$ cat config.mk
export PLATFORM = sky130hd
export DESIGN_NAME = program_loader_flat
export DESIGN_NICKNAME = d
export VERILOG_FILES = /design/src/rtl/program_loader_if.sv /design/src/rtl/program_loader.sv /design/src/flat_wrapper.sv
export SDC_FILE = /design/constraint.sdc
export NUM_CORES = 1
export LEC_CHECK = 0
export CAP_MARGIN = 30
export CORE_MARGIN = 10
export CORE_UTILIZATION = 37
export CTS_CLUSTER_DIAMETER = 120
export CTS_CLUSTER_SIZE = 24
export DETAILED_ROUTE_END_ITERATION = 10
export PLACE_DENSITY = 0.66
export SYNTH_ARGS = -nofsm -noshare
export SYNTH_HDL_FRONTEND = slang
export SYNTH_SLANG_ARGS = --single-unit
$ cat constraint.sdc
create_clock -name i_clk -period 1.9 [get_ports i_clk]
set_input_delay 0.19 -clock i_clk [delete_from_list [all_inputs] [get_ports i_clk]]
set_output_delay 0.19 -clock i_clk [all_outputs]
set_load 0.02 [all_outputs]
$ cat src/rtl/program_loader_if.sv
// -----------------------------------------------------------------------------
// program_loader_if
//   Groups the loader's byte-stream and program-memory signals into one bundle.
//   The byte stream arrives from the UART receiver (valid/data in, ready out)
//   and the program-memory write port leaves the loader (we/addr/wdata out).
//
//   Signals:
//     rx_valid  byte available from the UART receiver
//     rx_data   received byte
//     rx_ready  loader accepts the byte this cycle
//     pm_we     program-memory write strobe
//     pm_addr   program-memory write address (ADDR_W bits)
//     pm_wdata  instruction word {opcode[4:0], operand[10:0]}
//
//   Modports:
//     master  environment side: drives the byte stream, observes the memory port
//     slave   loader side: consumes the byte stream, drives the memory port
// -----------------------------------------------------------------------------
interface program_loader_if #(
  parameter int ADDR_W = 11
);
  logic              rx_valid;
  logic [7:0]        rx_data;
  logic              rx_ready;
  logic              pm_we;
  logic [ADDR_W-1:0] pm_addr;
  logic [15:0]       pm_wdata;

  modport master (
    output rx_valid,
    output rx_data,
    input  rx_ready,
    input  pm_we,
    input  pm_addr,
    input  pm_wdata
  );

  modport slave (
    input  rx_valid,
    input  rx_data,
    output rx_ready,
    output pm_we,
    output pm_addr,
    output pm_wdata
  );
endinterface

$ cat src/rtl/program_loader.sv
// -----------------------------------------------------------------------------
// program_loader
//   Loads a program into instruction memory from a UART byte stream. Each
//   instruction arrives as two bytes: the high byte carries opcode[4:0] and
//   operand[10:8], the low byte carries operand[7:0]. Every assembled word is
//   written to consecutive addresses starting at 0. The session ends normally
//   on HLT (opcode 0), or with an error on an unsupported opcode (> 7) or when
//   a non-HLT word lands on the last memory address. The CPU is held while a
//   session is in progress.
//
//   Ports:
//     i_clk          clock, all state updates on the rising edge
//     i_rst_n        asynchronous active-low reset
//     i_start        one-cycle request to begin a load session
//     bus            byte stream in / program-memory write port out
//     o_cpu_hold     stalls the CPU while loading
//     o_busy         session in progress
//     o_done         session ended on HLT
//     o_err          2'b00 none, 2'b01 illegal opcode, 2'b10 memory overflow
//     o_instr_count  words written in the current session
// -----------------------------------------------------------------------------
module program_loader #(
  parameter int ADDR_W = 11
) (
  input  logic              i_clk,
  input  logic              i_rst_n,
  input  logic              i_start,
  program_loader_if.slave   bus,
  output logic              o_cpu_hold,
  output logic              o_busy,
  output logic              o_done,
  output logic [1:0]        o_err,
  output logic [ADDR_W:0]   o_instr_count
);

  typedef enum logic [2:0] {
    S_IDLE  = 3'd0,
    S_HI    = 3'd1,
    S_LO    = 3'd2,
    S_WRITE = 3'd3,
    S_DONE  = 3'd4,
    S_ERR   = 3'd5
  } state_t;

  localparam logic [ADDR_W-1:0] ADDR_LAST = {ADDR_W{1'b1}};
  localparam logic [ADDR_W-1:0] ADDR_ONE  = {{(ADDR_W-1){1'b0}}, 1'b1};
  localparam logic [ADDR_W:0]   CNT_ONE   = {{ADDR_W{1'b0}}, 1'b1};
  localparam logic [4:0]        OPC_HLT   = 5'd0;
  localparam logic [4:0]        OPC_MAX   = 5'd7;

  state_t            r_state;
  logic [4:0]        r_opcode;
  logic [2:0]        r_op_hi;
  logic              r_rx_ready;
  logic              r_pm_we;
  logic [ADDR_W-1:0] r_pm_addr;
  logic [15:0]       r_pm_wdata;
  logic              r_busy;
  logic              r_done;
  logic [1:0]        r_err;
  logic [ADDR_W:0]   r_count;

  state_t            w_state_nxt;
  logic [4:0]        w_opcode_nxt;
  logic [2:0]        w_op_hi_nxt;
  logic              w_rx_ready_nxt;
  logic              w_pm_we_nxt;
  logic [ADDR_W-1:0] w_pm_addr_nxt;
  logic [15:0]       w_pm_wdata_nxt;
  logic              w_busy_nxt;
  logic              w_done_nxt;
  logic [1:0]        w_err_nxt;
  logic [ADDR_W:0]   w_count_nxt;
  logic              w_xfer;

  // rx_ready is a registered copy of "state is HI or LO", so it can gate the
  // handshake directly.
  assign w_xfer = bus.rx_valid & r_rx_ready;

  // Next-state and next-output logic; outputs are decoded from the next state
  // so that every output comes straight from a flop.
  always_comb begin
    w_state_nxt    = r_state;
    w_opcode_nxt   = r_opcode;
    w_op_hi_nxt    = r_op_hi;
    w_pm_addr_nxt  = r_pm_addr;
    w_pm_wdata_nxt = r_pm_wdata;
    w_done_nxt     = r_done;
    w_err_nxt      = r_err;
    w_count_nxt    = r_count;

    case (r_state)
      S_IDLE, S_DONE, S_ERR: begin
        if (i_start) begin
          w_state_nxt   = S_HI;
          w_pm_addr_nxt = {ADDR_W{1'b0}};
          w_count_nxt   = {(ADDR_W+1){1'b0}};
          w_done_nxt    = 1'b0;
          w_err_nxt     = 2'b00;
        end else begin
          w_state_nxt = r_state;
        end
      end

      S_HI: begin
        if (w_xfer) begin
          if (bus.rx_data[7:3] > OPC_MAX) begin
            w_state_nxt = S_ERR;
            w_err_nxt   = 2'b01;
          end else begin
            w_opcode_nxt = bus.rx_data[7:3];
            w_op_hi_nxt  = bus.rx_data[2:0];
            w_state_nxt  = S_LO;
          end
        end else begin
          w_state_nxt = S_HI;
        end
      end

      S_LO: begin
        if (w_xfer) begin
          // pm_wdata only changes here, so it keeps the last written word
          // everywhere outside the following WRITE cycle.
          w_pm_wdata_nxt = {r_opcode, r_op_hi, bus.rx_data};
          w_state_nxt    = S_WRITE;
        end else begin
          w_state_nxt = S_LO;
        end
      end

      S_WRITE: begin
        w_count_nxt = r_count + CNT_ONE;
        if (r_opcode == OPC_HLT) begin
          w_state_nxt = S_DONE;
          w_done_nxt  = 1'b1;
        end else if (r_pm_addr == ADDR_LAST) begin
          // The address never wraps: the word at the last address is already
          // written, the session stops with an overflow error.
          w_state_nxt = S_ERR;
          w_err_nxt   = 2'b10;
        end else begin
          w_pm_addr_nxt = r_pm_addr + ADDR_ONE;
          w_state_nxt   = S_HI;
        end
      end

      default: begin
        w_state_nxt = S_IDLE;
      end
    endcase

    w_rx_ready_nxt = (w_state_nxt == S_HI) || (w_state_nxt == S_LO);
    w_pm_we_nxt    = (w_state_nxt == S_WRITE);
    w_busy_nxt     = w_rx_ready_nxt || w_pm_we_nxt;
  end

  // State and output registers; reset clears everything immediately.
  always_ff @(posedge i_clk or negedge i_rst_n) begin
    if (!i_rst_n) begin
      r_state    <= S_IDLE;
      r_opcode   <= 5'd0;
      r_op_hi    <= 3'd0;
      r_rx_ready <= 1'b0;
      r_pm_we    <= 1'b0;
      r_pm_addr  <= {ADDR_W{1'b0}};
      r_pm_wdata <= 16'd0;
      r_busy     <= 1'b0;
      r_done     <= 1'b0;
      r_err      <= 2'b00;
      r_count    <= {(ADDR_W+1){1'b0}};
    end else begin
      r_state    <= w_state_nxt;
      r_opcode   <= w_opcode_nxt;
      r_op_hi    <= w_op_hi_nxt;
      r_rx_ready <= w_rx_ready_nxt;
      r_pm_we    <= w_pm_we_nxt;
      r_pm_addr  <= w_pm_addr_nxt;
      r_pm_wdata <= w_pm_wdata_nxt;
      r_busy     <= w_busy_nxt;
      r_done     <= w_done_nxt;
      r_err      <= w_err_nxt;
      r_count    <= w_count_nxt;
    end
  end

  assign bus.rx_ready  = r_rx_ready;
  assign bus.pm_we     = r_pm_we;
  assign bus.pm_addr   = r_pm_addr;
  assign bus.pm_wdata  = r_pm_wdata;
  assign o_busy        = r_busy;
  assign o_cpu_hold    = r_busy;
  assign o_done        = r_done;
  assign o_err         = r_err;
  assign o_instr_count = r_count;

endmodule

$ cat src/flat_wrapper.sv
// flat-port wrapper written by rule: the top's interface ports become plain ports
module program_loader_flat 
#(
  parameter int ADDR_W = 11
)
  (i_clk, i_rst_n, i_start, o_cpu_hold, o_busy, o_done, o_err, o_instr_count, bus_rx_valid, bus_rx_data, bus_rx_ready, bus_pm_we, bus_pm_addr, bus_pm_wdata);
  program_loader_if #(.ADDR_W(ADDR_W)) bus_i ();
  input  logic i_clk;
  input  logic i_rst_n;
  input  logic i_start;
  output logic o_cpu_hold;
  output logic o_busy;
  output logic o_done;
  output logic [1:0] o_err;
  output logic [ADDR_W:0] o_instr_count;
  input wire logic [$bits(bus_i.rx_valid)-1:0] bus_rx_valid;
  input wire logic [$bits(bus_i.rx_data)-1:0] bus_rx_data;
  output wire logic [$bits(bus_i.rx_ready)-1:0] bus_rx_ready;
  output wire logic [$bits(bus_i.pm_we)-1:0] bus_pm_we;
  output wire logic [$bits(bus_i.pm_addr)-1:0] bus_pm_addr;
  output wire logic [$bits(bus_i.pm_wdata)-1:0] bus_pm_wdata;
  assign bus_i.rx_valid = bus_rx_valid;
  assign bus_i.rx_data = bus_rx_data;
  assign bus_rx_ready = bus_i.rx_ready;
  assign bus_pm_we = bus_i.pm_we;
  assign bus_pm_addr = bus_i.pm_addr;
  assign bus_pm_wdata = bus_i.pm_wdata;
  program_loader #(.ADDR_W(ADDR_W)) u_core (.i_clk(i_clk), .i_rst_n(i_rst_n), .i_start(i_start), .bus(bus_i), .o_cpu_hold(o_cpu_hold), .o_busy(o_busy), .o_done(o_done), .o_err(o_err), .o_instr_count(o_instr_count));
endmodule
==> flow_metrics.py <==
metrics = {
    "sta": {
        "fin_ws_ns": 0.185,
        "slew_viol_final": 0,
        "slew_headroom_pct": 63.1,
        "tns_ns": 0,
        "fin_crit_sh_pct": 90.3,
        "clock_skew_ns": 0.00982,
        "finalCriticalPeriod_ns": 1.72,
        "hold_viol_final": 0,
        "fmax_mhz": 583,
        "rsz0062_at_grt": "no",
        "timing.hold.ws_ns": 0.394,
        "max_slew.worst_pin.slew_ns": 0.554,
        "setup_viol": 0,
    },
    "yosys": {
        "synth.most_common_cell": "dfrtp_1",
        "synth-simple-area-share_pct": 18.5,
        "syn_area_um2": 2640,
        "synth_edf_count": 0,
        "ys_seq_area_share_pct": 53.1,
        "syn_nets": 246,
        "synth_adder_area_share_pct": 0.949,
        "yosys.area.top_type": "dfrtp_1",
        "synth-compound-area-share_pct": 12.0,
        "netlist_instances": 232,
        "synth_top_family_by_area": "simple AND/OR/NAND/NOR gates",
        "synthArstFlopShare_pct": 100,
        "avgSynthCellArea_um2": 11.4,
        "synthTopCellsByArea": "dfrtp_1, mux2_2, o21ai_0, nand2_1, mux2i_1",
        "yosys.area.top_type_share_pct": 53.1,
        "synth_commonest_cells": "dfrtp_1, mux2_2, nand2_1",
        "ys_ff_latch": 56,
        "synth.distinct_cells": 47,
        "muxShareOfSynthArea_pct": 11.7,
        "synth_ff_type": "dfrtp_1",
        "synthXorXnorAreaFrac_pct": 0,
        "ys_warn_count": 0,
    },
    "clock_network": {
        "path_clk_slew_ns": 0.10,
        "cts_sinks": 56,
        "cts_buffers": 5,
        "h-tree-depth": 2,
        "root_buffer": "clkbuf_8",
        "clk_latency_ns": 0.31,
        "cts_buffer_depth": 2,
        "cts_tree": "done",
    },
    "floorplan": {
        "core_area_um2": 6870,
        "rows": 30,
        "die_width_um": 104,
        "start_util_pct": 38.4,
        "die-area_um2": 10900,
        "die_y_um": 104,
        "ioPinCount": 58,
    },
    "routing": {
        "wl_um": 6070,
        "drt-pass1-iter-count": 4,
        "ant_nets": 0,
        "drc": 0,
        "wl_per_cell_um": 15.4,
        "viasPerCell": 5.14,
        "num_vias": 2032,
        "drtIter0Drc": 57,
    },
    "worst_setup_path": {
        "worst_setup_path_start_kind": "flop",
        "cpPeakStageDelay_ns": 0.57,
        "cp.required_ns": 2.09,
        "cp_max_fo": 7,
        "crit_type": "reg -> reg",
        "crit_path_end_kind": "flop",
        "crit_family": "simple AND/OR/NAND/NOR gates",
        "crit_arrival_ns": 1.90,
        "path_cells": "nand4_2 -> or4_4 -> o22ai_1 -> nor3_1",
        "crit_path_top_delay_cell": "or4_4",
        "crit_buf_inv": 0,
    },
    "global_routing": {
        "grt_pass1_wl_um": 10100,
        "grt_max_degree": 24,
        "grtUsageTotal_pct": 11.0,
        "antenna_found_initial": 0,
        "grt_pass1_vias": 2070,
        "overflow": 0,
    },
    "power_and_ir_drop": {
        "peakVddDrop_v": 0.000737,
        "powerDensity_nw_per_um2": 1060,
        "p_leak_nw": 1.48,
        "power_w": 0.00367,
    },
    "finish": {
        "antenna_cells": 0,
        "nNetsFinal": 312,
        "seq_area_um2": 1400,
        "layout-drive-gt1-share_pct": 18.4,
        "multi_input_area_um2": 1140,
        "finalNonFillerCells": 395,
        "syn_to_final_growth_pct": 30.6,
        "fillerInstances": 645,
    },
    "place": {
        "post-place-ws_ns": 0.209,
        "gp_congestion": 0.751,
        "portBuffers": 57,
        "dp_hpwl_um": 4560,
        "dp_cells": 386,
    },
    "status": {
        "status": "finished clean",
    },
    "hold_path": {
        "worstHoldPathType": "in -> async",
    },
    "run": {
        "cap_violations": 0,
    },
}
-- worst paths after layout --
path / from / depth (start not counted) / slack (ns) / endpoint
max: u_core.bus.pm_addr[6] / 4 / 0.18 / u_core.bus.rx_ready
min: i_rst_n / 2 / 0.39 / u_core.o_instr_count[10]
max reg2reg: u_core.bus.pm_addr[6] / 4 / 0.18 / u_core.bus.rx_ready
min reg2reg: u_core.o_instr_count[11] / 1 / 0.47 / u_core.o_instr_count[11]
max in group asynchronous: i_rst_n / 3 / 0.86 / u_core.r_opcode[4]
min in group i_clk: u_core.o_instr_count[11] / 1 / 0.47 / u_core.o_instr_count[11]
-- per-stage QoR --
stage / utilization [%] / area [um2]
final: 50.2 / 3450
after global routing: 50.2 / 3450
after CTS: 50.2 / 3450
after detailed placement: 48.7 / 3340
after global placement: 48.7 / 3340
after floorplan: - / 2640
-- cell families (layout without fill, tap and decap cells) --
| family | count (synthesis) | in the layout |
|---|---|---|
| mux | 28 | 28 |
| buf+inv | 17 | 84 |
| simple gates | 85 | 85 |
| compound gates | 44 | 44 |
| flops | 56 | 56 |
| fa+ha+maj | 2 | 2 |
-- cells in the final DEF, fill, tap and decap left out, types with 2 or more instances in the layout --
master / Yosys / final
mux2i_1: 6 / 6
o21ai_0: 18 / 18
clkdlybuf4s50_1: 0 / 56
mux2_2: 21 / 21
or4_4: 2 / 2
dfrtp_1: 56 / 56
and3_1: 6 / 6
nor2_1: 10 / 10
nor2b_1: 2 / 2
nand3b_1: 2 / 2
or3_1: 2 / 2
nand2_1: 20 / 20
nand3_1: 9 / 9
nor3_1: 7 / 7
ha_1: 2 / 2
or4_1: 3 / 3
and4_1: 2 / 2
o31ai_1: 6 / 6
inv_1: 4 / 4
buf_4: 2 / 14
and2_1: 5 / 5
clkbuf_8: 0 / 5
and3b_1: 2 / 2
nand2b_1: 3 / 3
a21oi_1: 9 / 9
clkinvlp_4: 0 / 2
nand4_1: 4 / 4
-- where the power goes --
part	internal [W]	switching, W
registers	0.00144	0.000216
clock network	0.000262	0.000406
logic	0.000661	0.000678
-- layer usage --
| layer | vias up | global-route usage [%] | wire length, um |
|---|---|---|---|
| met1 | 993 | 13.2 | 2750 |
| li1 | 974 | - | - |
| met2 | 56 | 17.5 | 2740 |
| met4 | 0 | 2.39 | 53 |
| met3 | 9 | 5.20 | 534 |
| met5 | - | 0 | 0 |
-- worst register-to-register path, cell delays in order (launching register included) --
cell,delay [ns]
dfrtp_1,0.46
nand4_2,0.18
or4_4,0.57
o22ai_1,0.28
nor3_1,0.10
-- final cells by class --
class | count | share of cell area [%]
inverter | 4 | 0.436
sequential | 56 | 40.7
clock buffer | 5 | 2.00
multi-input combinational | 159 | 33.0
timing repair buffer | 72 | 19.8
tap | 96 | 3.49
clock inverter | 3 | 0.690
-- what timing repair did --
| action | CTS | global route |
|---|---|---|
| endpoints found under the hold margin | 21 | 0 |
| gates resized for setup | 0 | 0 |
| endpoints found under the setup margin | 0 | 0 |
| hold buffers | 1 | 0 |
| buffers inserted | 0 | 0 |
-- flip-flops by register name (all words and copies together) (netlist names) --
| name | flops |
|---|---|
| u_core.r_state | 3 |
| u_core.o_instr_count | 12 |
| u_core.bus.rx_ready | 1 |
| u_core.bus.pm_addr | 11 |
| u_core.o_err | 2 |
| u_core.bus.pm_wdata | 16 |
| u_core.o_busy | 1 |
| u_core.o_done | 1 |
| u_core.r_opcode | 5 |
| u_core.bus.pm_we | 1 |
| u_core.r_op_hi | 3 |
Note: power is estimated with default switching activity, not from simulation.
